### config.mk
export PLATFORM = sky130hd
export DESIGN_NAME = mac_accumulator_flat
export DESIGN_NICKNAME = d
export VERILOG_FILES = /design/src/rtl/mac_accumulator_if.sv /design/src/rtl/mac_accumulator.sv /design/src/flat_wrapper.sv
export SDC_FILE = /design/constraint.sdc
export NUM_CORES = 1
export LEC_CHECK = 0
export ABC_CLOCK_PERIOD_IN_PS = 4400
export CAP_MARGIN = 10
export CORE_AREA = 3 3 71 73
export DETAILED_ROUTE_END_ITERATION = 12
export DIE_AREA = 0 0 74 76
export GPL_ROUTABILITY_DRIVEN = 0
export SLEW_MARGIN = 20
export SYNTH_ARGS = -nofsm -noshare
export SYNTH_HDL_FRONTEND = slang
export SYNTH_SLANG_ARGS = --single-unit
### constraint.sdc
create_clock -name clk -period 4.4 [get_ports clk]
set_clock_uncertainty 0.1 [all_clocks]
set_input_delay 1.1 -clock clk [delete_from_list [all_inputs] [get_ports clk]]
set_output_delay 1.1 -clock clk [all_outputs]
set_load 0.1 [all_outputs]
### src/rtl/mac_accumulator_if.sv
// Valid/ready bundle between the multiplier, the accumulator stage and its result consumer.
interface mac_accumulator_if #(
  parameter int unsigned PRODUCT_WIDTH = 4,
  parameter int unsigned ACC_WIDTH     = 12,
  parameter int unsigned COUNT_WIDTH   = 8
);
  logic                     in_valid;
  logic                     in_ready;
  logic [PRODUCT_WIDTH-1:0] in_product;
  logic                     in_last;
  logic                     out_valid;
  logic                     out_ready;
  logic [ACC_WIDTH-1:0]     out_sum;
  logic [COUNT_WIDTH-1:0]   out_count;
  logic                     out_overflow;
  logic                     busy;

  modport master (
    output in_valid, in_product, in_last, out_ready,
    input  in_ready, out_valid, out_sum, out_count, out_overflow, busy
  );

  modport slave (
    input  in_valid, in_product, in_last, out_ready,
    output in_ready, out_valid, out_sum, out_count, out_overflow, busy
  );
endinterface

### src/rtl/mac_accumulator.sv
// Frame accumulator behind the multiplier: sums unsigned products and hands the
// sum, product count and sticky overflow flag to the consumer on in_last.
module mac_accumulator #(
  parameter int unsigned PRODUCT_WIDTH = 4,
  parameter int unsigned ACC_WIDTH     = 12,
  parameter int unsigned COUNT_WIDTH   = 8,
  parameter bit          SATURATE      = 1'b0
) (
  input  logic              clk,
  input  logic              rst,
  mac_accumulator_if.slave  bus
);

  localparam int unsigned SUM_W = ACC_WIDTH + 1;
  localparam logic [COUNT_WIDTH-1:0] CNT_MAX = '1;

  if (ACC_WIDTH < PRODUCT_WIDTH) begin : g_bad_width
    $error("ACC_WIDTH must be >= PRODUCT_WIDTH");
  end

  typedef enum logic [1:0] {
    IDLE  = 2'd0,
    ACCUM = 2'd1,
    DONE  = 2'd2
  } state_e;

  state_e                   state_q, state_d;
  logic [ACC_WIDTH-1:0]     acc_q, acc_d;
  logic [COUNT_WIDTH-1:0]   count_q, count_d;
  logic                     ovf_q, ovf_d;
  logic                     out_valid_q, out_valid_d;
  logic                     busy_q, busy_d;

  logic [PRODUCT_WIDTH-1:0] product_c;
  logic [SUM_W-1:0]         sum_c;
  logic                     in_ready_c;
  logic                     in_xfer_c;
  logic                     out_xfer_c;

  assign product_c  = bus.in_product;
  assign in_ready_c = (state_q != DONE);
  assign in_xfer_c  = bus.in_valid && in_ready_c;
  assign out_xfer_c = out_valid_q && bus.out_ready;

  // State and datapath registers; reset discards any frame in flight.
  always_ff @(posedge clk) begin
    if (rst) begin
      state_q     <= IDLE;
      acc_q       <= '0;
      count_q     <= '0;
      ovf_q       <= 1'b0;
      out_valid_q <= 1'b0;
      busy_q      <= 1'b0;
    end else begin
      state_q     <= state_d;
      acc_q       <= acc_d;
      count_q     <= count_d;
      ovf_q       <= ovf_d;
      out_valid_q <= out_valid_d;
      busy_q      <= busy_d;
    end
  end

  // Next-state and datapath update; the extra sum bit is the carry out of the accumulator.
  always_comb begin
    state_d = state_q;
    acc_d   = acc_q;
    count_d = count_q;
    ovf_d   = ovf_q;
    sum_c   = SUM_W'(acc_q) + SUM_W'(product_c);

    unique case (state_q)
      IDLE: begin
        if (in_xfer_c) begin
          acc_d   = ACC_WIDTH'(product_c);
          count_d = COUNT_WIDTH'(1);
          ovf_d   = 1'b0;
          state_d = bus.in_last ? DONE : ACCUM;
        end
      end
      ACCUM: begin
        if (in_xfer_c) begin
          if (sum_c[ACC_WIDTH]) begin
            ovf_d = 1'b1;
            acc_d = SATURATE ? {ACC_WIDTH{1'b1}} : sum_c[ACC_WIDTH-1:0];
          end else begin
            acc_d = sum_c[ACC_WIDTH-1:0];
          end
          if (count_q != CNT_MAX) begin
            count_d = count_q + COUNT_WIDTH'(1);
          end
          if (bus.in_last) begin
            state_d = DONE;
          end
        end
      end
      DONE: begin
        if (out_xfer_c) begin
          state_d = IDLE;
        end
      end
      default: state_d = IDLE;
    endcase

    out_valid_d = (state_d == DONE);
    busy_d      = (state_d != IDLE);
  end

  assign bus.in_ready     = in_ready_c;
  assign bus.out_valid    = out_valid_q;
  assign bus.out_sum      = acc_q;
  assign bus.out_count    = count_q;
  assign bus.out_overflow = ovf_q;
  assign bus.busy         = busy_q;

endmodule

### src/flat_wrapper.sv
// flat-port wrapper written by rule: the top's interface ports become plain ports
module mac_accumulator_flat 
#(
  parameter int unsigned PRODUCT_WIDTH = 4,
  parameter int unsigned ACC_WIDTH     = 12,
  parameter int unsigned COUNT_WIDTH   = 8,
  parameter bit          SATURATE      = 1'b0
)
  (clk, rst, bus_in_valid, bus_in_product, bus_in_last, bus_out_ready, bus_in_ready, bus_out_valid, bus_out_sum, bus_out_count, bus_out_overflow, bus_busy);
  mac_accumulator_if #(.PRODUCT_WIDTH(PRODUCT_WIDTH), .ACC_WIDTH(ACC_WIDTH), .COUNT_WIDTH(COUNT_WIDTH)) bus_i ();
  input  logic clk;
  input  logic rst;
  input wire logic [$bits(bus_i.in_valid)-1:0] bus_in_valid;
  input wire logic [$bits(bus_i.in_product)-1:0] bus_in_product;
  input wire logic [$bits(bus_i.in_last)-1:0] bus_in_last;
  input wire logic [$bits(bus_i.out_ready)-1:0] bus_out_ready;
  output wire logic [$bits(bus_i.in_ready)-1:0] bus_in_ready;
  output wire logic [$bits(bus_i.out_valid)-1:0] bus_out_valid;
  output wire logic [$bits(bus_i.out_sum)-1:0] bus_out_sum;
  output wire logic [$bits(bus_i.out_count)-1:0] bus_out_count;
  output wire logic [$bits(bus_i.out_overflow)-1:0] bus_out_overflow;
  output wire logic [$bits(bus_i.busy)-1:0] bus_busy;
  assign bus_i.in_valid = bus_in_valid;
  assign bus_i.in_product = bus_in_product;
  assign bus_i.in_last = bus_in_last;
  assign bus_i.out_ready = bus_out_ready;
  assign bus_in_ready = bus_i.in_ready;
  assign bus_out_valid = bus_i.out_valid;
  assign bus_out_sum = bus_i.out_sum;
  assign bus_out_count = bus_i.out_count;
  assign bus_out_overflow = bus_i.out_overflow;
  assign bus_busy = bus_i.busy;
  mac_accumulator #(.PRODUCT_WIDTH(PRODUCT_WIDTH), .ACC_WIDTH(ACC_WIDTH), .COUNT_WIDTH(COUNT_WIDTH), .SATURATE(SATURATE)) u_core (.clk(clk), .rst(rst), .bus(bus_i));
endmodule
==> results.rst <==
.. list-table::
   :header-rows: 1

   * - Metric
     - Value
   * - Outcome
     - completed
   * - Critical Path Fanout Max
     - 10
   * - Total global-route track usage
     - 0.1158
   * - Synth top area share
     - 0.3752
   * - Cell with the most instances after synthesis
     - dfxtp_1
   * - Setup crit end kind
     - output port
   * - Count of flip-flops with a built-in enable after synthesis
     - 0
   * - Count of fill cells added during filler insertion
     - between 400 and 500
   * - Port buffer count
     - 32
   * - Layout-stage area growth over the synthesis result
     - 30.11%
   * - Reg2reg path depth
     - 7
   * - Via count
     - 1265
   * - Number of buffers added to fix hold violations after cts
     - 0
   * - Areal power density over the cells
     - 294.9 mW/mm^2
   * - Resized Gates After CTS
     - 0
   * - Synth Cell Area
     - 0.001334 sq mm
   * - H-tree levels
     - 1
   * - Site row count
     - 24
   * - Setup_tns
     - 0 ps
   * - XOR/XNOR share of the synthesized area
     - 0.03283
   * - Library cell occupying the most area in the post-synthesis netlist
     - dfxtp_1
   * - Synth Area in Compound Gates
     - 0.2552
   * - Adder-cell area share of the yosys netlist
     - 0.06191
   * - Synthesis-stage register bit count
     - 25
   * - Worst-Skew Late Latency
     - 270 ps
   * - Category of the worst setup path launch point
     - flop
   * - Syn Inst Count
     - 152
   * - Leading cell types by count after synthesis
     - dfxtp_1, a21oi_1, nand2_1, nor2_1, o21ai_0
   * - Share of synthesized area occupied by flip-flops and latches
     - 0.3752
   * - Overall die width
     - 74 microns
   * - DRT Pass-1 Iters
     - 4
   * - Detailed-placement wirelength estimate
     - 2369 microns
   * - Hold WC Path Type
     - flop to flop
   * - Start point of the worst min-delay path
     - u_core.bus.out_overflow
   * - Leakage power of the design
     - ~0.6 nW
   * - Hold-critical path endpoint
     - u_core.bus.out_overflow
   * - Final hold vios
     - 0
   * - Ant. Diodes
     - 0
   * - Crit path time final
     - 3469 ps
   * - Number of DRC markers in iteration 0
     - 69
   * - CTS sink count
     - 25
   * - Highest attainable clock frequency
     - between 0.2 and 0.3 GHz
   * - Initial cell density of the core
     - 0.3022
   * - Post-placement cell area
     - roughly 0.0017 sq mm
   * - Share of the clock period used by the worst path after layout
     - 0.7884
   * - Number of distinct library cells after synthesis
     - 42
   * - Clock Path Buffers
     - 2
   * - CTS clock-pin slew for the worst setup and hold paths
     - 90 ps
   * - VDD IR-drop max
     - between 0.2 and 0.25 mV
   * - Root Driver
     - clkbuf_8
   * - Die outline area
     - around 0.0056 sq mm
   * - Dominant register cell in the synthesized netlist
     - dfxtp_1
   * - MaxCap Viol Count
     - 0
   * - Count of final setup violators
     - 0
   * - Simple logic cell fraction of the synthesized area
     - 0.2129
   * - Fraction of final layout cells with drive strength greater than 1
     - 0.03825
   * - Main combinational cell family by area after synthesis
     - compound AO/OA/AOI/OAI gates
   * - Most area-consuming cells after synthesis
     - dfxtp_1, a21oi_1, ha_1
   * - Slew headroom
     - 0.3483
   * - Hold-critical path depth
     - 1
   * - Overflow left after global routing
     - 0
   * - Actual slew at the worst max-slew pin
     - approximately 970 ps
   * - TritonCTS clock tree
     - built
   * - DR DRC count
     - 0
   * - CTS Buf Count
     - 3
   * - Number of primary I/O pins
     - 33
   * - Yosys synthesis warning count
     - 0
   * - Fraction of synthesis flops using an asynchronous set or reset pin
     - 0
   * - Wire length of the first global-routing pass
     - 5306 microns
   * - Number of buffers inserted to repair setup after CTS
     - 0
   * - Wire length per cell
     - about 14 microns
   * - Core Footprint
     - about 0.0044 sq mm
   * - Antenna-violating nets left
     - 0
   * - Height of the chip
     - 76 microns
   * - Start of the worst register-to-register path
     - u_core.bus.out_sum[0]
   * - Worst Path Arrival
     - between 2000 and 2500 ps
   * - Largest net degree at the start of global routing
     - 19
   * - R2R Setup Slk
     - 2300 ps
   * - Vias in the first global route
     - approximately 1.1k
   * - WP data required
     - 3200 ps
   * - Nets in the synthesized netlist
     - 167
   * - Antenna violations before repair
     - 0
   * - Summed area of non-filler cells in the final layout
     - between 0.0015 and 0.002 sq mm
   * - Setup repair after global routing missed its margin
     - false
   * - Avg Cell Area, Syn
     - 8.775 sq um
   * - Mux cell area share after synthesis
     - 0.02251
   * - Per-cell via count in the routed design
     - 5.383
   * - Post-detailed-routing wire length
     - 3291 microns
   * - Number of nets at the end of the flow
     - 199
   * - Type of the setup path with the least slack
     - flop to output port
   * - Number of slew-limit violations in the final report
     - 0
   * - Worst R2R End
     - u_core.bus.out_overflow
==> flip-flops by register name, summed over array words and instances (netlist names) <==
signal                   count
u_core.bus.out_sum          12
u_core.bus.out_count         8
u_core.state_q               2
u_core.bus.busy              1
u_core.bus.out_overflow      1
u_core.bus.out_valid         1
==> stage by stage <==
step / utilization / hold slack, ps / power (mW) / worst slack (ps) / instances
5_1_grt: 0.3931 / 425.3 / 0.5374 / 813.2 / 235
3_3_place_gp: 0.3827 / 362.3 / 0.3787 / 1148 / 231
4_1_cts: 0.3931 / 395.6 / 0.5180 / 919.8 / 235
3_5_place_dp: 0.3827 / 374.2 / 0.3783 / 1089 / 231
2_1_floorplan: - / 443.0 / 0.3456 / 1729 / 152
6_report: 0.3931 / 398.4 / 0.5118 / 930.9 / 235
==> logic make-up after synthesis <==
group,count (synthesis)
and+or+nand+nor,52
buffers and inverters,11
xor gates and xnor gates,5
AOI/OAI and AO/OA,50
adders and majority gates,6
DFF,25
muxes,3
==> final cells by class <==
cell class	count	area, sq um	share of cell area
Multi-Input combinational cell	116	780.7	0.4499
Clock buffer	3	41.29	0.02379
Inverter	6	22.52	0.01298
Tap cell	52	65.06	0.03749
Timing Repair Buffer	32	320.3	0.1846
Clock inverter	1	5.005	0.002884
Sequential cell	25	500.5	0.2884
==> power by group <==
part	leakage (nW)	switching [mW]	internal, mW
combinational	0.357	0.0913	0.0384
clock	0.0255	0.0750	0.0634
sequential	0.204	0.00967	0.234
total	0.586	0.176	0.336
==> worst max path at each step <==
stage                                     start                      end  slack, ps
after floorplan           u_core.bus.out_sum[0]  u_core.bus.out_overflow       1730
after global placement        bus_in_product[0]  u_core.bus.out_overflow       1150
after detailed placement      bus_in_product[0]  u_core.bus.out_overflow       1090
after CTS                     u_core.state_q[0]             bus_in_ready        920
after global routing          u_core.state_q[0]             bus_in_ready        810
final                         u_core.state_q[0]             bus_in_ready        930
==> metal layers <==
metal	vias up	routed length, microns	GRT usage	part of all wire
met3	2	215	0.03166	0.065
met5	-	0	0	0
met2	35	1444	0.1773	0.44
met4	0	19	0.01993	0.0058
li1	634	-	-	-
met1	594	1613	0.1633	0.49
==> layout by cell type, fill, tap and decap left out, types with 2 or more instances in the layout <==
| master | synthesis | layout |
|---|---|---|
| a2111o_1 | 3 | 3 |
| a2111oi_0 | 2 | 2 |
| a211oi_1 | 5 | 5 |
| a21o_1 | 2 | 2 |
| a21oi_1 | 13 | 13 |
| a311oi_1 | 2 | 2 |
| clkbuf_8 | 0 | 3 |
| clkdlybuf4s50_1 | 0 | 32 |
| dfxtp_1 | 25 | 25 |
| ha_1 | 5 | 5 |
| inv_1 | 5 | 5 |
| mux2i_1 | 3 | 3 |
| nand2_1 | 13 | 13 |
| nand3_1 | 6 | 6 |
| nand4_1 | 5 | 5 |
| nor2_1 | 10 | 10 |
| nor2b_1 | 2 | 2 |
| o2111ai_1 | 2 | 2 |
| o211ai_1 | 4 | 4 |
| o21a_1 | 3 | 3 |
| o21ai_0 | 8 | 8 |
| o31ai_1 | 2 | 2 |
| or3_1 | 2 | 2 |
| or4_1 | 5 | 5 |
| xor2_1 | 4 | 4 |
==> worst max-delay path, cell delays in order (launching register included) <==
cell	delay (ps)
dfxtp_1	580
inv_1	170
nand2_1	110
clkdlybuf4s50_1	1140
No activity file was read; power rests on OpenSTA's default activity.
